`src/rtl/axis_s_interface_if.sv`:
```
// ---------------------------------------------------------------------------
// axis_s_interface_if
//   Bundles the signals of the read-side deserializer stage: the byte stream
//   coming out of the asynchronous FIFO and the AXI-Stream style word output.
//
//   i_from_fifo   byte popped from the FIFO, valid the cycle after r_req
//   r_empty       FIFO empty flag, synchronous to the output clock
//   r_req         FIFO pop request, one byte per high cycle
//   s_axis_tdata  assembled word, first popped byte in bits [7:0]
//   s_axis_valid  s_axis_tdata holds a complete word
//   s_axis_ready  downstream accepts the word when high together with valid
//
//   slave  : view of the deserializer itself
//   master : view of the environment (FIFO + downstream consumer)
// ---------------------------------------------------------------------------
interface axis_s_interface_if #(
  parameter int LOGIC_SIZE = 32
);
  logic [7:0]            i_from_fifo;
  logic                  r_empty;
  logic                  r_req;
  logic [LOGIC_SIZE-1:0] s_axis_tdata;
  logic                  s_axis_valid;
  logic                  s_axis_ready;

  modport slave (
    input  i_from_fifo,
    input  r_empty,
    input  s_axis_ready,
    output r_req,
    output s_axis_tdata,
    output s_axis_valid
  );

  modport master (
    output i_from_fifo,
    output r_empty,
    output s_axis_ready,
    input  r_req,
    input  s_axis_tdata,
    input  s_axis_valid
  );
endinterface

```
`src/rtl/axis_s_interface.sv`:
```
// ---------------------------------------------------------------------------
// axis_s_interface
//   Read-side stage of the AXIS serializer/deserializer link. Pops bytes from
//   the asynchronous byte FIFO and reassembles them, LSB byte first, into
//   LOGIC_SIZE-bit words presented on a valid/ready output.
//
//   Ports
//     s_axis_aclk   output-domain clock (only clock of the block)
//     s_axis_reset  asynchronous, active-high reset; clears all state
//     s_if          axis_s_interface_if.slave bundle: i_from_fifo, r_empty,
//                   r_req, s_axis_tdata, s_axis_valid, s_axis_ready
//
//   Storage: one word being assembled (asm) plus one word in the output
//   holding register (out). When both are occupied no further pops happen.
// ---------------------------------------------------------------------------
module axis_s_interface #(
  parameter int LOGIC_SIZE = 32
) (
  input  logic              s_axis_aclk,
  input  logic              s_axis_reset,
  axis_s_interface_if.slave s_if
);

  localparam int NBYTES = LOGIC_SIZE / 8;
  localparam int CNT_W  = (NBYTES > 1) ? $clog2(NBYTES) : 1;
  localparam logic [CNT_W-1:0] LAST_IDX = CNT_W'(NBYTES - 1);
  localparam logic [CNT_W:0]   NB_WIDE  = (CNT_W + 1)'(NBYTES);

  logic [LOGIC_SIZE-1:0] asm_q,      asm_d;
  logic [LOGIC_SIZE-1:0] out_q,      out_d;
  logic [CNT_W-1:0]      byte_cnt_q, byte_cnt_d;
  logic                  rd_pend_q,  rd_pend_d;
  logic                  asm_full_q, asm_full_d;
  logic                  valid_q,    valid_d;

  logic                  slot_free;
  logic                  word_done;
  logic                  load;
  logic                  r_req_c;
  logic [CNT_W:0]        in_flight;
  logic [CNT_W+2:0]      lane_base;

  always_comb begin
    slot_free  = !valid_q || s_if.s_axis_ready;

    // Bytes already captured plus the one still in flight must leave room
    // for another; this forces one idle r_req cycle while the last byte lands.
    in_flight  = {1'b0, byte_cnt_q} + {{CNT_W{1'b0}}, rd_pend_q};
    r_req_c    = !s_axis_reset && !s_if.r_empty && !asm_full_q &&
                 (in_flight < NB_WIDE);

    lane_base  = {byte_cnt_q, 3'b000};
    asm_d      = asm_q;
    if (rd_pend_q) begin
      asm_d[lane_base +: 8] = s_if.i_from_fifo;
    end

    word_done  = rd_pend_q && (byte_cnt_q == LAST_IDX);
    // Either a freshly completed word or a blocked one moves to the output.
    // A blocked word never has a byte in flight, so asm_d equals asm_q then.
    load       = (word_done || asm_full_q) && slot_free;

    out_d      = load ? asm_d : out_q;

    valid_d    = valid_q;
    if (load) begin
      valid_d = 1'b1;
    end else if (valid_q && s_if.s_axis_ready) begin
      valid_d = 1'b0;
    end

    asm_full_d = asm_full_q;
    if (word_done && !slot_free) begin
      asm_full_d = 1'b1;
    end else if (asm_full_q && slot_free) begin
      asm_full_d = 1'b0;
    end

    byte_cnt_d = byte_cnt_q;
    if (rd_pend_q && (byte_cnt_q != LAST_IDX)) begin
      byte_cnt_d = byte_cnt_q + CNT_W'(1);
    end else if (load) begin
      byte_cnt_d = '0;
    end

    rd_pend_d  = r_req_c;
  end

  // Register stage: everything, including the data words, is cleared by reset
  // so no stale bytes survive into the next word.
  always_ff @(posedge s_axis_aclk or posedge s_axis_reset) begin
    if (s_axis_reset) begin
      asm_q      <= '0;
      out_q      <= '0;
      byte_cnt_q <= '0;
      rd_pend_q  <= 1'b0;
      asm_full_q <= 1'b0;
      valid_q    <= 1'b0;
    end else begin
      asm_q      <= asm_d;
      out_q      <= out_d;
      byte_cnt_q <= byte_cnt_d;
      rd_pend_q  <= rd_pend_d;
      asm_full_q <= asm_full_d;
      valid_q    <= valid_d;
    end
  end

  assign s_if.r_req        = r_req_c;
  assign s_if.s_axis_tdata = out_q;
  assign s_if.s_axis_valid = valid_q;

endmodule

```
`src/flat_wrapper.sv`:
```
// flat-port wrapper written by rule: the top's interface ports become plain ports
module axis_s_interface_flat 
#(
  parameter int LOGIC_SIZE = 32
)
  (s_axis_aclk, s_axis_reset, s_if_i_from_fifo, s_if_r_empty, s_if_s_axis_ready, s_if_r_req, s_if_s_axis_tdata, s_if_s_axis_valid);
  axis_s_interface_if #(.LOGIC_SIZE(LOGIC_SIZE)) s_if_i ();
  input  logic s_axis_aclk;
  input  logic s_axis_reset;
  input wire logic [$bits(s_if_i.i_from_fifo)-1:0] s_if_i_from_fifo;
  input wire logic [$bits(s_if_i.r_empty)-1:0] s_if_r_empty;
  input wire logic [$bits(s_if_i.s_axis_ready)-1:0] s_if_s_axis_ready;
  output wire logic [$bits(s_if_i.r_req)-1:0] s_if_r_req;
  output wire logic [$bits(s_if_i.s_axis_tdata)-1:0] s_if_s_axis_tdata;
  output wire logic [$bits(s_if_i.s_axis_valid)-1:0] s_if_s_axis_valid;
  assign s_if_i.i_from_fifo = s_if_i_from_fifo;
  assign s_if_i.r_empty = s_if_r_empty;
  assign s_if_i.s_axis_ready = s_if_s_axis_ready;
  assign s_if_r_req = s_if_i.r_req;
  assign s_if_s_axis_tdata = s_if_i.s_axis_tdata;
  assign s_if_s_axis_valid = s_if_i.s_axis_valid;
  axis_s_interface #(.LOGIC_SIZE(LOGIC_SIZE)) u_core (.s_axis_aclk(s_axis_aclk), .s_axis_reset(s_axis_reset), .s_if(s_if_i));
endmodule
```
`config.mk`:
```
export PLATFORM = sky130hd
export DESIGN_NAME = axis_s_interface_flat
export DESIGN_NICKNAME = d
export VERILOG_FILES = /design/src/rtl/axis_s_interface_if.sv /design/src/rtl/axis_s_interface.sv /design/src/flat_wrapper.sv
export SDC_FILE = /design/constraint.sdc
export NUM_CORES = 1
export LEC_CHECK = 0
export ABC_AREA = 0
export CELL_PAD_IN_SITES_DETAIL_PLACEMENT = 2
export CELL_PAD_IN_SITES_GLOBAL_PLACEMENT = 2
export CORE_ASPECT_RATIO = 1.75
export CORE_MARGIN = 1.5
export CORE_UTILIZATION = 33
export DETAILED_ROUTE_END_ITERATION = 8
export HOLD_SLACK_MARGIN = 0.08
export PLACE_DENSITY = 0.88
export SLEW_MARGIN = 20
export SYNTH_ARGS = -nofsm -noshare
export SYNTH_HDL_FRONTEND = slang
export SYNTH_SLANG_ARGS = --single-unit
```
`constraint.sdc`:
```
create_clock -name s_axis_aclk -period 2.3 [get_ports s_axis_aclk]
set_clock_uncertainty 0.2 [all_clocks]
set_input_delay 0.46 -clock s_axis_aclk [delete_from_list [all_inputs] [get_ports s_axis_aclk]]
set_output_delay 0.46 -clock s_axis_aclk [all_outputs]
set_load 0.02 [all_outputs]
```
==> summary.txt <==
Status
  • Outcome: finished clean

Drt
  • Number of design rule violations left after detail routing: 0
  • Post-detailed-route wirelength per cell: 18.89 um
  • Total number of vias: 2,025
  • Routed vias/inst: 4.927
  • ANT nets after route: 0
  • Number of detailed-route iterations in the first pass: 4
  • First DRT Iteration DRCs: 89
  • Routed Wire Length: 7762 um

Critical path
  • Largest fanout of any net on the critical path: 7
  • Worst Setup End Kind: flip-flop
  • Number of cells traversed by the worst register-to-register path: 6
  • Data arrival at the endpoint of the critical path: 2.15 ns
  • Startpoint types: flip-flop
  • Path type of the worst setup path: flip-flop to flip-flop
  • Required time reported for the critical path endpoint: 2.29 ns

Clocking
  • Post-CTS setup buffer count: 0
  • Maximum count of clock buffers along a single path: 2
  • Clock slew at the register clock pins of the worst setup and hold paths: 0.06 ns
  • CTS Buf Count: 9
  • CTS sink cnt: 69
  • H-tree Lvls: 3
  • Hold bufs inserted after CTS: 0
  • Later-pin clock latency in the skew report: 0.33 ns
  • TritonCTS clock tree: built
  • Buffer cell driving the clock tree root: sky130_fd_sc_hd__clkbuf_16

Timing
  • Pins over their slew limit: 0
  • Highest attainable clock frequency: 0.4641 GHz
  • Share of the cycle needed by the critical path after routing: 93.67%
  • Final min period: 2.155 ns
  • Number of failing setup endpoints in the final timing report: 0
  • Aggregate negative setup slack: 0 ns
  • Worst slew margin relative to its limit: 72.66%
  • Setup repair after global routing missed its margin: false
  • Hold_ws: 0.2786 ns
  • Slew at the pin closest to its max-slew limit: 0.4102 ns
  • Worst-case setup margin in the final layout: 0.1455 ns
  • Final number of hold-violating endpoints: 0

Final layout
  • Highest-count cells in the layout ignoring fill and taps: 69 x sky130_fd_sc_hd__dfrtp_1, 44 x sky130_fd_sc_hd__clkdlybuf4s50_1, 37 x sky130_fd_sc_hd__inv_1
  • Proportion of layout cells with a drive suffix above 1: 18.03%
  • Diodes inserted: 0
  • Number of nets in the final layout: 306
  • Relative area change from synthesis to final layout: 32.01%
  • Leading cell type in the layout, fill and taps excluded: sky130_fd_sc_hd__dfrtp_1
  • Share of the core filled with cells: 45.29%
  • Number of fillers in the final layout: 877

Synthesis
  • Area share of the largest cell type after synthesis: 57.67%
  • Mean area per synthesized cell: 12.74 um^2
  • Number of library cell types mapped by synthesis: 35
  • Synth async-reset ratio: 100.0%
  • Biggest area contributors in the synthesized netlist: sky130_fd_sc_hd__dfrtp_1 58%, sky130_fd_sc_hd__mux2i_1 5.3%, sky130_fd_sc_hd__mux2_2 4.9%
  • Fraction of the yosys area taken by sequential cells: 57.67%
  • Syn nets: 252
  • Ys flop type: sky130_fd_sc_hd__dfrtp_1
  • Flops & latches, synth: 69
  • Cell type with the highest aggregate area in the netlist: sky130_fd_sc_hd__dfrtp_1
  • Synth warnings: 0
  • Syn Std Cell Area: 2994 um^2
  • Number of synthesized flops with an enable pin: 0
  • Post-Synthesis Cells: 235

Global routing
  • Vias in the first global route: 2,307
  • Global-route wire length before repair: 12,660 um
  • Largest net degree at the start of global routing: 70
  • Busiest metal layer after global routing: met2
  • Residual overflow from global routing: 0
  • Total global-route track usage: 18.33%
  • Initial antenna violation count: 0
  • Met3 Resource Use GR: 3.759%
  • M1 GR Usage: 21.91%
  • Global-route track usage on met2: 31.23%

Power
  • VDD IR-drop max: 0.0005122 V
  • Leakage dissipation: 1.931 nW
  • Ratio of total power to cell area: 1349 nW/um^2

Worst hold path
  • Cell depth of the worst hold path: 1
  • Worst hold path type: flip-flop to flip-flop

Floorplan
  • Die Area: 9676 um^2
  • Height of the die: 129.0 um
  • # IOs: 46
  • Area of the core: 8727 um^2
  • Number of core rows: 45
  • Die width: 75.01 um
  • Effective utilization at floorplan: 34.31%

Placed design
  • Count of input and output buffers: 45
  • Routability-driven placement congestion ratio: 0.7790
  • Sum of net half-perimeters after detailed placement: 5172 um
  • Dpl ws: -0.3254 ns

Job
  • MaxCap Viol Count: 0
==> what timing repair did <==
item | in CTS | in global routing
gates resized for setup | 2 | 3
hold endpoints to repair | 0 | 0
setup endpoints to repair | 1 | 1
==> metrics by stage <==
stage | std cells | area, um^2 | total power [mW]
CTS | 411 | 3956 | 5.405
detailed placement | 395 | 3603 | 3.728
finish | 411 | 3953 | 5.330
global placement | 395 | 3603 | 3.632
floorplan | 235 | 2998 | 2.987
global route | 411 | 3953 | 5.638
==> cell usage after synthesis, types with 4 or more instances <==
master	count
sky130_fd_sc_hd__ha_1	5
sky130_fd_sc_hd__buf_4	4
sky130_fd_sc_hd__mux2_2	13
sky130_fd_sc_hd__buf_6	4
sky130_fd_sc_hd__nor2b_1	8
sky130_fd_sc_hd__a32oi_1	15
sky130_fd_sc_hd__dfrtp_1	69
sky130_fd_sc_hd__nand2_1	7
sky130_fd_sc_hd__and3_1	9
sky130_fd_sc_hd__a22o_1	7
sky130_fd_sc_hd__buf_2	4
sky130_fd_sc_hd__a32o_1	4
sky130_fd_sc_hd__mux2i_1	16
sky130_fd_sc_hd__inv_1	38
sky130_fd_sc_hd__and2_1	4
==> per-layer routing <==
layer | share of wire (%) | up-vias
li1 | - | 925
met1 | 40 | 1060
met2 | 56 | 30
met3 | 2.4 | 10
met4 | 1.7 | 0
met5 | 0 | -
==> registers in the layout, indices dropped and copies added, names as in the netlist <==
| register | flops |
|---|---|
| u_core.s_if.s_axis_valid | 1 |
| u_core.s_if.s_axis_tdata | 32 |
| u_core.rd_pend_q | 1 |
| u_core.asm_q | 32 |
| u_core.asm_full_q | 1 |
| u_core.byte_cnt_q | 2 |
==> final cells by class <==
class                      instances  area, um^2  area share [%]
clock inverter                     7       122.6           3.102
timing repair buffer              56       553.0           13.99
tap                              117       146.4           3.704
inverter                          38       146.4           3.704
sequential                        69        1727           43.68
clock buffer                       9       225.2           5.698
multi-input combinational        115        1032           26.12
==> power breakdown <==
part	total (mW)	switching [mW]	internal, mW
Combinational	1.90	1.04	0.858
Sequential	1.84	0.204	1.64
Clock	1.59	0.528	1.06
Total	5.33	1.77	3.56
==> logic make-up (layout without fill, tap and decap cells) <==
kind of cell / after synthesis / in the layout / synth area share (%)
mux: 32 / 32 / 11.74
flops: 69 / 69 / 57.67
compound gates: 40 / 40 / 12.04
simple gates: 38 / 38 / 8.400
fa+ha+maj: 5 / 5 / 2.089
buf+inv: 51 / 110 / 8.065
==> worst max-delay path, stage by stage, from the launching register on <==
cell and delay, ns:
sky130_fd_sc_hd__dfrtp_1 0.43, sky130_fd_sc_hd__inv_1 0.13, sky130_fd_sc_hd__ha_1 0.38, sky130_fd_sc_hd__buf_4 0.17, sky130_fd_sc_hd__and4bb_1 0.26, sky130_fd_sc_hd__a32oi_1 0.31
sky130_fd_sc_hd__mux2i_1 0.14
==> path summary, 6_finish.rpt <==
kind | from | end | slack (ns)
max in group asynchronous | s_axis_reset | u_core.asm_q[23] | 1.16
min in group asynchronous | s_axis_reset | u_core.s_if.s_axis_tdata[29] | 0.44
worst min-delay path | u_core.asm_full_q | u_core.rd_pend_q | 0.28
worst max register to register | u_core.byte_cnt_q[1] | u_core.s_if.s_axis_tdata[3] | 0.15
worst min register to register | u_core.asm_full_q | u_core.rd_pend_q | 0.28
worst max-delay path | u_core.byte_cnt_q[1] | u_core.s_if.s_axis_tdata[3] | 0.15
(Power assumes the default switching activity.)
